**src/rtl/adt7420_sampler.sv**
```systemverilog
// adt7420_sampler: configures an ADT7420 for 16-bit mode, then reads it every sample period (define NACK_RETRY_EN for NACK retries)
module adt7420_sampler #(
  parameter logic [6:0] SLAVE_ADDR     = 7'h4B,
  parameter int         SAMPLE_PERIOD  = 100_000_000,
  parameter int         TIMEOUT_CYCLES = 200_000,
  parameter int         MAX_RETRY      = 3
) (
  input  logic        i_clk,
  input  logic        reset,
  input  logic        i_enable,
  output logic [7:0]  o_addr_w_rw,
  output logic [15:0] o_sub_addr,
  output logic        o_sub_len,
  output logic [23:0] o_byte_len,
  output logic [7:0]  o_data_write,
  output logic        o_req_trans,
  input  logic [7:0]  i_data_out,
  input  logic        i_valid_out,
  input  logic        i_busy,
  input  logic        i_nack,
  output logic [15:0] o_temp,
  output logic        o_temp_valid,
  output logic        o_error,
  output logic [1:0]  o_err_code,
  output logic        o_configured
);
  typedef enum logic [2:0] {CFG_REQ, CFG_WAIT, WAIT_PERIOD, RD_REQ, RD_WAIT, PUBLISH, ERR} state_t;
  localparam int CMAX = SAMPLE_PERIOD > TIMEOUT_CYCLES ? SAMPLE_PERIOD : TIMEOUT_CYCLES;
  localparam int CW = $clog2(CMAX + 1);
  state_t state, state_d;
  logic [CW-1:0] cnt, cnt_d;
  logic [1:0] nbytes, nbytes_now, err_q, err_d;
  logic [15:0] rd_buf;
  logic nack_q, nack_seen, is_req, is_wait, active, done, timeout, period_done;
  logic cap, cont, req_entry, cfg_ok, can_retry;
  assign o_sub_len = 1'b0;
  always_comb begin
    is_req = state == CFG_REQ || state == RD_REQ;
    is_wait = state == CFG_WAIT || state == RD_WAIT;
    // the reset cycle sits in CFG_REQ before the request is raised; don't time it
    active = is_req ? o_req_trans : is_wait;
    nack_seen = nack_q | i_nack;
    done = is_wait && !i_busy;
    timeout = active && cnt == CW'(TIMEOUT_CYCLES - 1);
    period_done = cnt == CW'(SAMPLE_PERIOD - 1);
    cap = i_valid_out && (state == RD_REQ || state == RD_WAIT) && nbytes != 2'd2;
    nbytes_now = nbytes + {1'b0, cap};
    cfg_ok = state == CFG_WAIT && done && !nack_seen;
  end
  always_comb begin
    state_d = state;
    err_d = err_q;
    case (state)
      CFG_REQ, RD_REQ: begin
        if (o_req_trans && i_busy) state_d = state == CFG_REQ ? CFG_WAIT : RD_WAIT;
        else if (timeout) begin
          state_d = ERR;
          err_d = 2'b11;
        end
      end
      CFG_WAIT, RD_WAIT: begin
        if (done) begin
          if (nack_seen) begin
            state_d = can_retry ? (state == CFG_WAIT ? CFG_REQ : RD_REQ) : ERR;
            err_d = can_retry ? err_q : 2'b01;
          end else if (state == RD_WAIT && nbytes_now != 2'd2) begin
            state_d = ERR;
            err_d = 2'b10;
          end else state_d = state == RD_WAIT ? PUBLISH : i_enable ? RD_REQ : WAIT_PERIOD;
        end else if (timeout) begin
          state_d = ERR;
          err_d = 2'b11;
        end
      end
      WAIT_PERIOD: if (period_done && (!o_configured || i_enable)) state_d = o_configured ? RD_REQ : CFG_REQ;
      PUBLISH: state_d = WAIT_PERIOD;
      ERR: state_d = WAIT_PERIOD;
      default: state_d = CFG_REQ;
    endcase
  end
  always_comb begin
    cont = state_d == state || (state == CFG_REQ && state_d == CFG_WAIT) || (state == RD_REQ && state_d == RD_WAIT);
    cnt_d = !cont ? '0 : state == WAIT_PERIOD ? (period_done ? cnt : cnt + CW'(1)) : active ? cnt + CW'(1) : '0;
    req_entry = (state_d == CFG_REQ || state_d == RD_REQ) && state_d != state;
  end
`ifdef NACK_RETRY_EN
  localparam int RW = $clog2(MAX_RETRY + 2);
  logic [RW-1:0] retry;
  assign can_retry = retry < RW'(MAX_RETRY);
  always_ff @(posedge i_clk or posedge reset)
    if (reset) retry <= '0;
    else if (state == ERR || (done && !nack_seen)) retry <= '0;
    else if (done && nack_seen && can_retry) retry <= retry + RW'(1);
`else
  assign can_retry = 1'b0;
`endif
  always_ff @(posedge i_clk or posedge reset) begin
    if (reset) begin
      state <= CFG_REQ;
      cnt <= '0;
      nack_q <= 1'b0;
      nbytes <= 2'd0;
      rd_buf <= 16'h0000;
      err_q <= 2'b00;
      o_addr_w_rw <= 8'h00;
      o_sub_addr <= 16'h0000;
      o_byte_len <= 24'd0;
      o_data_write <= 8'h00;
      o_req_trans <= 1'b0;
      o_temp <= 16'h0000;
      o_temp_valid <= 1'b0;
      o_error <= 1'b0;
      o_err_code <= 2'b00;
      o_configured <= 1'b0;
    end else begin
      state <= state_d;
      cnt <= cnt_d;
      err_q <= err_d;
      nack_q <= req_entry ? 1'b0 : nack_q | ((is_req || is_wait) && i_nack);
      nbytes <= req_entry ? 2'd0 : nbytes_now;
      if (cap && nbytes == 2'd0) rd_buf[15:8] <= i_data_out;
      if (cap && nbytes == 2'd1) rd_buf[7:0] <= i_data_out;
      o_req_trans <= state_d == CFG_REQ || state_d == RD_REQ;
      if (state_d == CFG_REQ) begin
        o_addr_w_rw <= {SLAVE_ADDR, 1'b0};
        o_sub_addr <= 16'h0003;
        o_byte_len <= 24'd1;
        o_data_write <= 8'h80;
      end else if (state_d == RD_REQ) begin
        o_addr_w_rw <= {SLAVE_ADDR, 1'b1};
        o_sub_addr <= 16'h0000;
        o_byte_len <= 24'd2;
      end
      o_temp_valid <= state == PUBLISH;
      if (state == PUBLISH) o_temp <= rd_buf;
      o_error <= state == ERR;
      if (state == ERR) o_err_code <= err_q;
      o_configured <= o_configured | cfg_ok;
    end
  end
endmodule

```
**config.mk**
```make
export PLATFORM = sky130hd
export DESIGN_NAME = adt7420_sampler
export DESIGN_NICKNAME = d
export VERILOG_FILES = /design/src/rtl/adt7420_sampler.sv
export SDC_FILE = /design/constraint.sdc
export NUM_CORES = 1
export LEC_CHECK = 0
export ABC_AREA = 0
export CAP_MARGIN = 20
export CORE_ASPECT_RATIO = 1.75
export CORE_MARGIN = 3
export CORE_UTILIZATION = 30
export CTS_CLUSTER_SIZE = 30
export DETAILED_ROUTE_END_ITERATION = 12
export PLACE_DENSITY = 0.55
export SLEW_MARGIN = 0
export SYNTH_ARGS = -nofsm -noshare
export SYNTH_HDL_FRONTEND = slang
export SYNTH_SLANG_ARGS = --single-unit
export TNS_END_PERCENT = 10
```
**constraint.sdc**
```tcl
create_clock -name i_clk -period 3 [get_ports i_clk]
set_input_delay 0.6 -clock i_clk [delete_from_list [all_inputs] [get_ports i_clk]]
set_output_delay 0.6 -clock i_clk [all_outputs]
set_load 0.02 [all_outputs]
```
# --- Yosys cells after proc, flatten, opt, wreduce, memory -nomap -nowiden ---
# Index checks and enable logic that the tools add are counted.
totals:
  regBits: 122
  out_inout_bits: 79
  wordCells: 106
classes:
  addsub: 2
  eq_ne: 19
  muxes: 30
  n_bitwise: 3
  n_reduce_logical: 35
op_table:
  columns: ["operator", "count"]
  rows:
  - ["$mux 27", 4]
  - ["$mux 24", 2]
  - ["$mux 16", 2]
  - ["$add 27x1->27 const B", 1]
  - ["$eq 27x18->1 const B", 1]
  - ["$eq 27x27->1 const B", 1]
  - ["$mux 3", 8]
  - ["$mux 8", 2]
  - ["$logic_and 1x1->1", 15]
  - ["$mux 2", 7]
  - ["$eq 3x3->1 const B", 4]
  - ["$pmux 3 s4", 1]
  - ["$eq 3x2->1 const B", 3]
  - ["$logic_or 1x1->1", 8]
  - ["$eq 3x1->1 const B", 2]
  - ["$logic_not 3->1", 2]
  - ["$ne 2x2->1 const B", 3]
  - ["$reduce_or 2->1", 3]
  - ["$ne 4x4->1 const B", 1]
  - ["$pmux 2 s2", 1]
  - ["$reduce_bool 2->1", 2]
  - ["$eq 3x3->1", 1]
  - ["$logic_not 1->1", 3]
  - ["$mux 1", 3]
  - ["other kinds (7)", 9]

# --- Depth between registers and ports, before layout ---
logic_depth:
  depth_word: 16
  mapped_depth: 14
  depth_no_buf: 12

# --- Worst setup path before layout ---
# OpenSTA, ideal clock, no wires.
synth_timing:
  path_type: "register -> register"
  startpoint: "register state[1]"
  endpoint: "register cnt[7]"
  setup_ns: 0.075
  t_arrival_ns: 3.279
  slack_ns: -0.354
  path_stages_with_launch: 14
  synth_period_minus_slack_ns: 3.354
  path_cell_list: "dfrtp_1 clkbuf_1 clkbuf_1 nor2_1 o21ai_0 a21oi_1 ha_1 nor4_1 o22ai_1 a211o_1 a2111oi_4 o21ai_2 buf_6 a21oi_2"
synth_between:
  elab_chain_cells: 16
synth_lines:
  columns: ["item", "line_no", "rtl"]
  rows:
  - ["start, declared", "30", "state_t state, state_d;"]
  - ["start signal, assigned", "116", "state <= state_d;"]
  - ["$eq 3x2->1 / $eq 3x3->1 (equally long branches)", null, null]
  - ["$logic_or 1x1->1", "46", "cap = i_valid_out && (state == RD_REQ || state == RD_WAIT) && nbytes != 2'd2;"]
  - ["$logic_and 1x1->1 (2 in a row)", "46", null]
  - ["$add 2x1->2", "47", "nbytes_now = nbytes + {1'b0, cap};"]
  - ["$ne 2x2->1", "66", "end else if (state == RD_WAIT && nbytes_now != 2'd2) begin"]
  - ["$logic_and 1x1->1", "66", null]
  - ["$mux 3", "66", null]
  - ["$mux 3", "63", "if (nack_seen) begin"]
  - ["$mux 3", "62", "if (done) begin"]
  - ["$pmux 3 s4", "53", "case (state)"]
  - ["$eq 3x1->1", "82", "cont = state_d == state || (state == CFG_REQ && state_d == CFG_WAIT) || (state == RD_REQ && state_d == RD_WAIT ..."]
  - ["$logic_and 1x1->1", "82", null]
  - ["$logic_or 1x1->1 (2 in a row)", "82", null]
  - ["$ne 3x3->1 (no line) / $mux 27 (equally long branches)", null, null]
  - ["end signal, assigned", "117", "cnt <= cnt_d;"]
  - ["end, declared", "31", "logic [CW-1:0] cnt, cnt_d;"]
# Parallel ways exist; a longest one is shown, timed or not.
# A chain may end at the register's enable or synchronous reset.

# --- Final worst setup path ---
layout_timing:
  startpoint: "input i_busy"
  endpoint: "register cnt[20]"
layout_between:
  elab_chain_cells: 9
layout_lines:
  columns: ["item", "line_no", "rtl"]
  rows:
  - ["start, declared", "19", "input logic i_busy,"]
  - ["$logic_not 1->1", "43", "done = is_wait && !i_busy;"]
  - ["$logic_and 1x1->1", "43", null]
  - ["$mux 3", "62", null]
  - ["$pmux 3 s4 (*)", "53", null]
  - ["$eq 3x1->1", "82", null]
  - ["$logic_and 1x1->1", "82", null]
  - ["$logic_or 1x1->1", "82", null]
  - ["$logic_or 1x1->1 (*)", "82", null]
  - ["$ne 3x3->1 (no line) / $mux 27 (equally long branches)", null, null]
# Every way passes the cells marked *; elsewhere a longest branch is shown, timed or not.

==> reports/metrics.csv <==
stage,metric,value,unit
outcome,status,"finished, final reports clean",
yosys,Ys Warns,0,
timing,skew final,0.0104,ns
placement,dpl cells,699,
yosys,Main synth FF type,dfrtp_1,
critical_path,Critical Path RT,3.26,ns
placement,GP Congestion,0.908,
yosys,register area share after synthesis,44.0,%
cells_and_area,Fillers,1444,
yosys,Synth Area in Compound Gates,13.5,%
yosys,asr flop ratio synth,100,%
cells_and_area,most frequent cells in the layout,"dfrtp_1 (75), nand2_1 (68), conb_1 (47)",
cells_and_area,n_diodes,0,
global_route,via count of the first global-routing pass,3504,
yosys,Synth top area share,44.0,%
timing,Max Fclk,337,MHz
yosys,mux cell area share after synthesis,5.32,%
clocking,htree depth,3,
clocking,Bufs on Longest Clock Path,2,
clocking,clk_lat worst skew,0.34,ns
clocking,CTS root buf,clkbuf_16,
global_route,Overall Global Routing Usage,13.4,%
timing,post-route setup TNS,0,ns
power,PwrDens,882,mW/mm²
min_path,worst min-delay path class,reg2reg,
drt,initial drt markers,179,
critical_path,crit start category,input port,
timing,Final Hold Vio Count,0,
yosys,Post-Synth Simple-Gate Area,19.3,%
floorplanning,chip width,97.3,µm
critical_path,Max Fanout on Critical Path,5,
clocking,Clock Pin Slew Worst Setup and Hold Paths,0.06,ns
critical_path,critical path class,in2reg,
cells_and_area,"commonest non-fill, non-tap cell in the layout",dfrtp_1,
yosys,Synth cell types,59,
yosys,Yosys top cell by area,dfrtp_1,
clocking,CTS Hold Buffers Added,0,
timing,worst slew pin tran,0.527,ns
floorplanning,die area,0.0161,mm²
yosys,Yosys reg bits,77,
yosys,post-synthesis adder-cell area fraction,0.572,%
timing,Slew headroom,64.7,%
yosys,Mapped Cells,458,
global_route,initial antenna violation count,0,
power,VDD IR-drop max,0.000463,V
cells_and_area,share of cells above drive strength 1,21.7,%
drt,Total Wirelength,10.9,mm
floorplanning,Core Area,0.0141,mm²
global_route,global-route wire length before repair,17.5,mm
placement,I/O Buffers,45,
drt,Via Count,3457,
floorplanning,Starting Density,31.0,%
floorplanning,# rows,57,
timing,min Tclk post-route,2.96,ns
timing,Final period util,98.8,%
power,overall power,4.90,mW
clocking,CTS tree,yes,
yosys,number of enable flip-flop cells after synthesis,0,
drt,Residual DRC,0,
flow_run,max-cap violations,0,
drt,Post-DRT Antenna Nets,0,
global_route,grt ovf,0,
power,Leakage,2.40,nW
floorplanning,IO Count,93,
yosys,Syn Area/Cell,9.56,µm²
cells_and_area,P&R area growth vs syn,26.8,%
drt,drt first pass iters,4,
critical_path,Critical Path End Type,register,
cells_and_area,"Cell Count, Final, Fillers Out",720,
yosys,Syn Std Cell Area,0.00438,mm²
critical_path,CP arrival,3.22,ns
yosys,xor/xnor share of the synthesized area,5.40,%
cells_and_area,fin nets,554,
timing,RSZ-0062 raised after global routing,true,
floorplanning,die span in y,166,µm
drt,vias per std cell,4.80,
timing,final slew viol count,0,
placement,dpl hpwl,8.33,mm
clocking,cts bufs inserted,9,
yosys,Synth area leaders,"dfrtp_1 (44%), buf_4 (9.3%), nand2_1 (5.8%), mux2_2 (4.6%), xnor2_1 (3.8%)",
global_route,largest net degree at the start of global routing,31,
yosys,main combinational cell family by area after synthesis,simple AND/OR/NAND/NOR gates,
drt,routed len/inst,15.2,µm
timing,final setup fails,0,
clocking,Sink Count,77,
-- power breakdown --
part | switching, mW | leakage, nW | internal [mW]
combinational | 1.26 | 1.24 | 1.08
clock | 0.440 | 0.142 | 0.612
sequential | 0.188 | 1.02 | 1.31
total | 1.89 | 2.40 | 3.01
-- per-layer routing --
| layer | track usage [%] | up-vias | share of wire, % |
|---|---|---|---|
| met1 | 14.0 | 1686 | 36 |
| met5 | 0 | - | 0 |
| met4 | 6.51 | 0 | 3.8 |
| met2 | 25.2 | 89 | 56 |
| li1 | - | 1657 | - |
| met3 | 2.52 | 25 | 3.7 |
-- final cells by class --
cell class / instances / area [µm²] / area share (%)
clock inverter: 5 / 42.5 / 0.766
multi-input combinational: 346 / 2200 / 39.7
tap: 177 / 221 / 3.99
sequential: 77 / 1930 / 34.8
inverter: 15 / 56.3 / 1.01
clock buffer: 11 / 253 / 4.55
timing repair buffer: 89 / 846 / 15.2
-- metrics by stage --
step / instance area [µm²] / setup slack, ns / hold WS (ns) / util (%)
3_5_place_dp: 5100 / -0.461 / 0.447 / 36.1
2_1_floorplan: 4570 / 0.0157 / 0.433 / -
3_3_place_gp: 5100 / -0.395 / 0.443 / 36.1
6_report: 5550 / 0.0365 / 0.457 / 39.3
4_1_cts: 5420 / 0.00396 / 0.463 / 38.4
5_1_grt: 5550 / -0.0723 / 0.481 / 39.3
-- what timing repair did --
item / in CTS / in global routing
resized for setup: 2 / 17
buffers inserted: 1 / 2
setup endpoints to repair: 13 / 31
pin swaps: 2 / 5
gates cloned: 0 / 2
-- flip-flops by register name, indices dropped and copies added (netlist names) --
| signal | count |
|---|---|
| rd_buf | 16 |
| o_error | 1 |
| o_data_write | 1 |
| o_configured | 1 |
| o_temp | 16 |
| o_err_code | 2 |
| err_q | 2 |
| o_sub_addr | 1 |
| nbytes | 2 |
| state | 3 |
| o_temp_valid | 1 |
| cnt | 27 |
| nack_q | 1 |
| o_addr_w_rw | 2 |
| o_req_trans | 1 |
-- cells by family after synthesis --
logic type	count (synthesis)
AND/OR/NAND/NOR	166
AO/OA/AOI/OAI	83
buffers and inverters	81
flip-flops	77
XOR/XNOR	27
multiplexers	21
adder cells (fa/ha/maj)	2
other	1
-- cells in the mapped netlist, types with 5 or more instances --
library cell  instances
a21oi_1              32
a21oi_2              10
buf_4                54
clkbuf_1             11
dfrtp_1              77
inv_1                13
mux2_2               18
nand2_1              68
nand3_1              11
nand4_1               9
nor2_1               25
nor2b_1               5
nor3_1                9
nor4_1                7
o21ai_0               6
xnor2_1              19
xor2_1                8
-- path summary, 6_finish.rpt --
check | slack (ns) | cells past startpoint | to | startpoint
worst max register to register | 0.05 | 13 | cnt[20] | state[2]
min in group asynchronous | 0.61 | 2 | o_temp[12] | reset
max in group asynchronous | 1.64 | 3 | cnt[26] | reset
worst max-delay path | 0.04 | 10 | cnt[20] | i_busy
worst min-delay path | 0.46 | 2 | o_temp[2] | rd_buf[2]
worst min register to register | 0.46 | 2 | o_temp[2] | rd_buf[2]
-- worst max-delay path, stage by stage --
cell,delay (ns)
clkdlybuf4s50_1,0.41
or4_1,0.58
buf_4,0.20
mux2i_1,0.13
nor3_1,0.06
a21o_1,0.25
a2111oi_4,0.46
o21ai_4,0.18
clkbuf_16,0.20
a21oi_1,0.14
(Power assumes the default switching activity.)
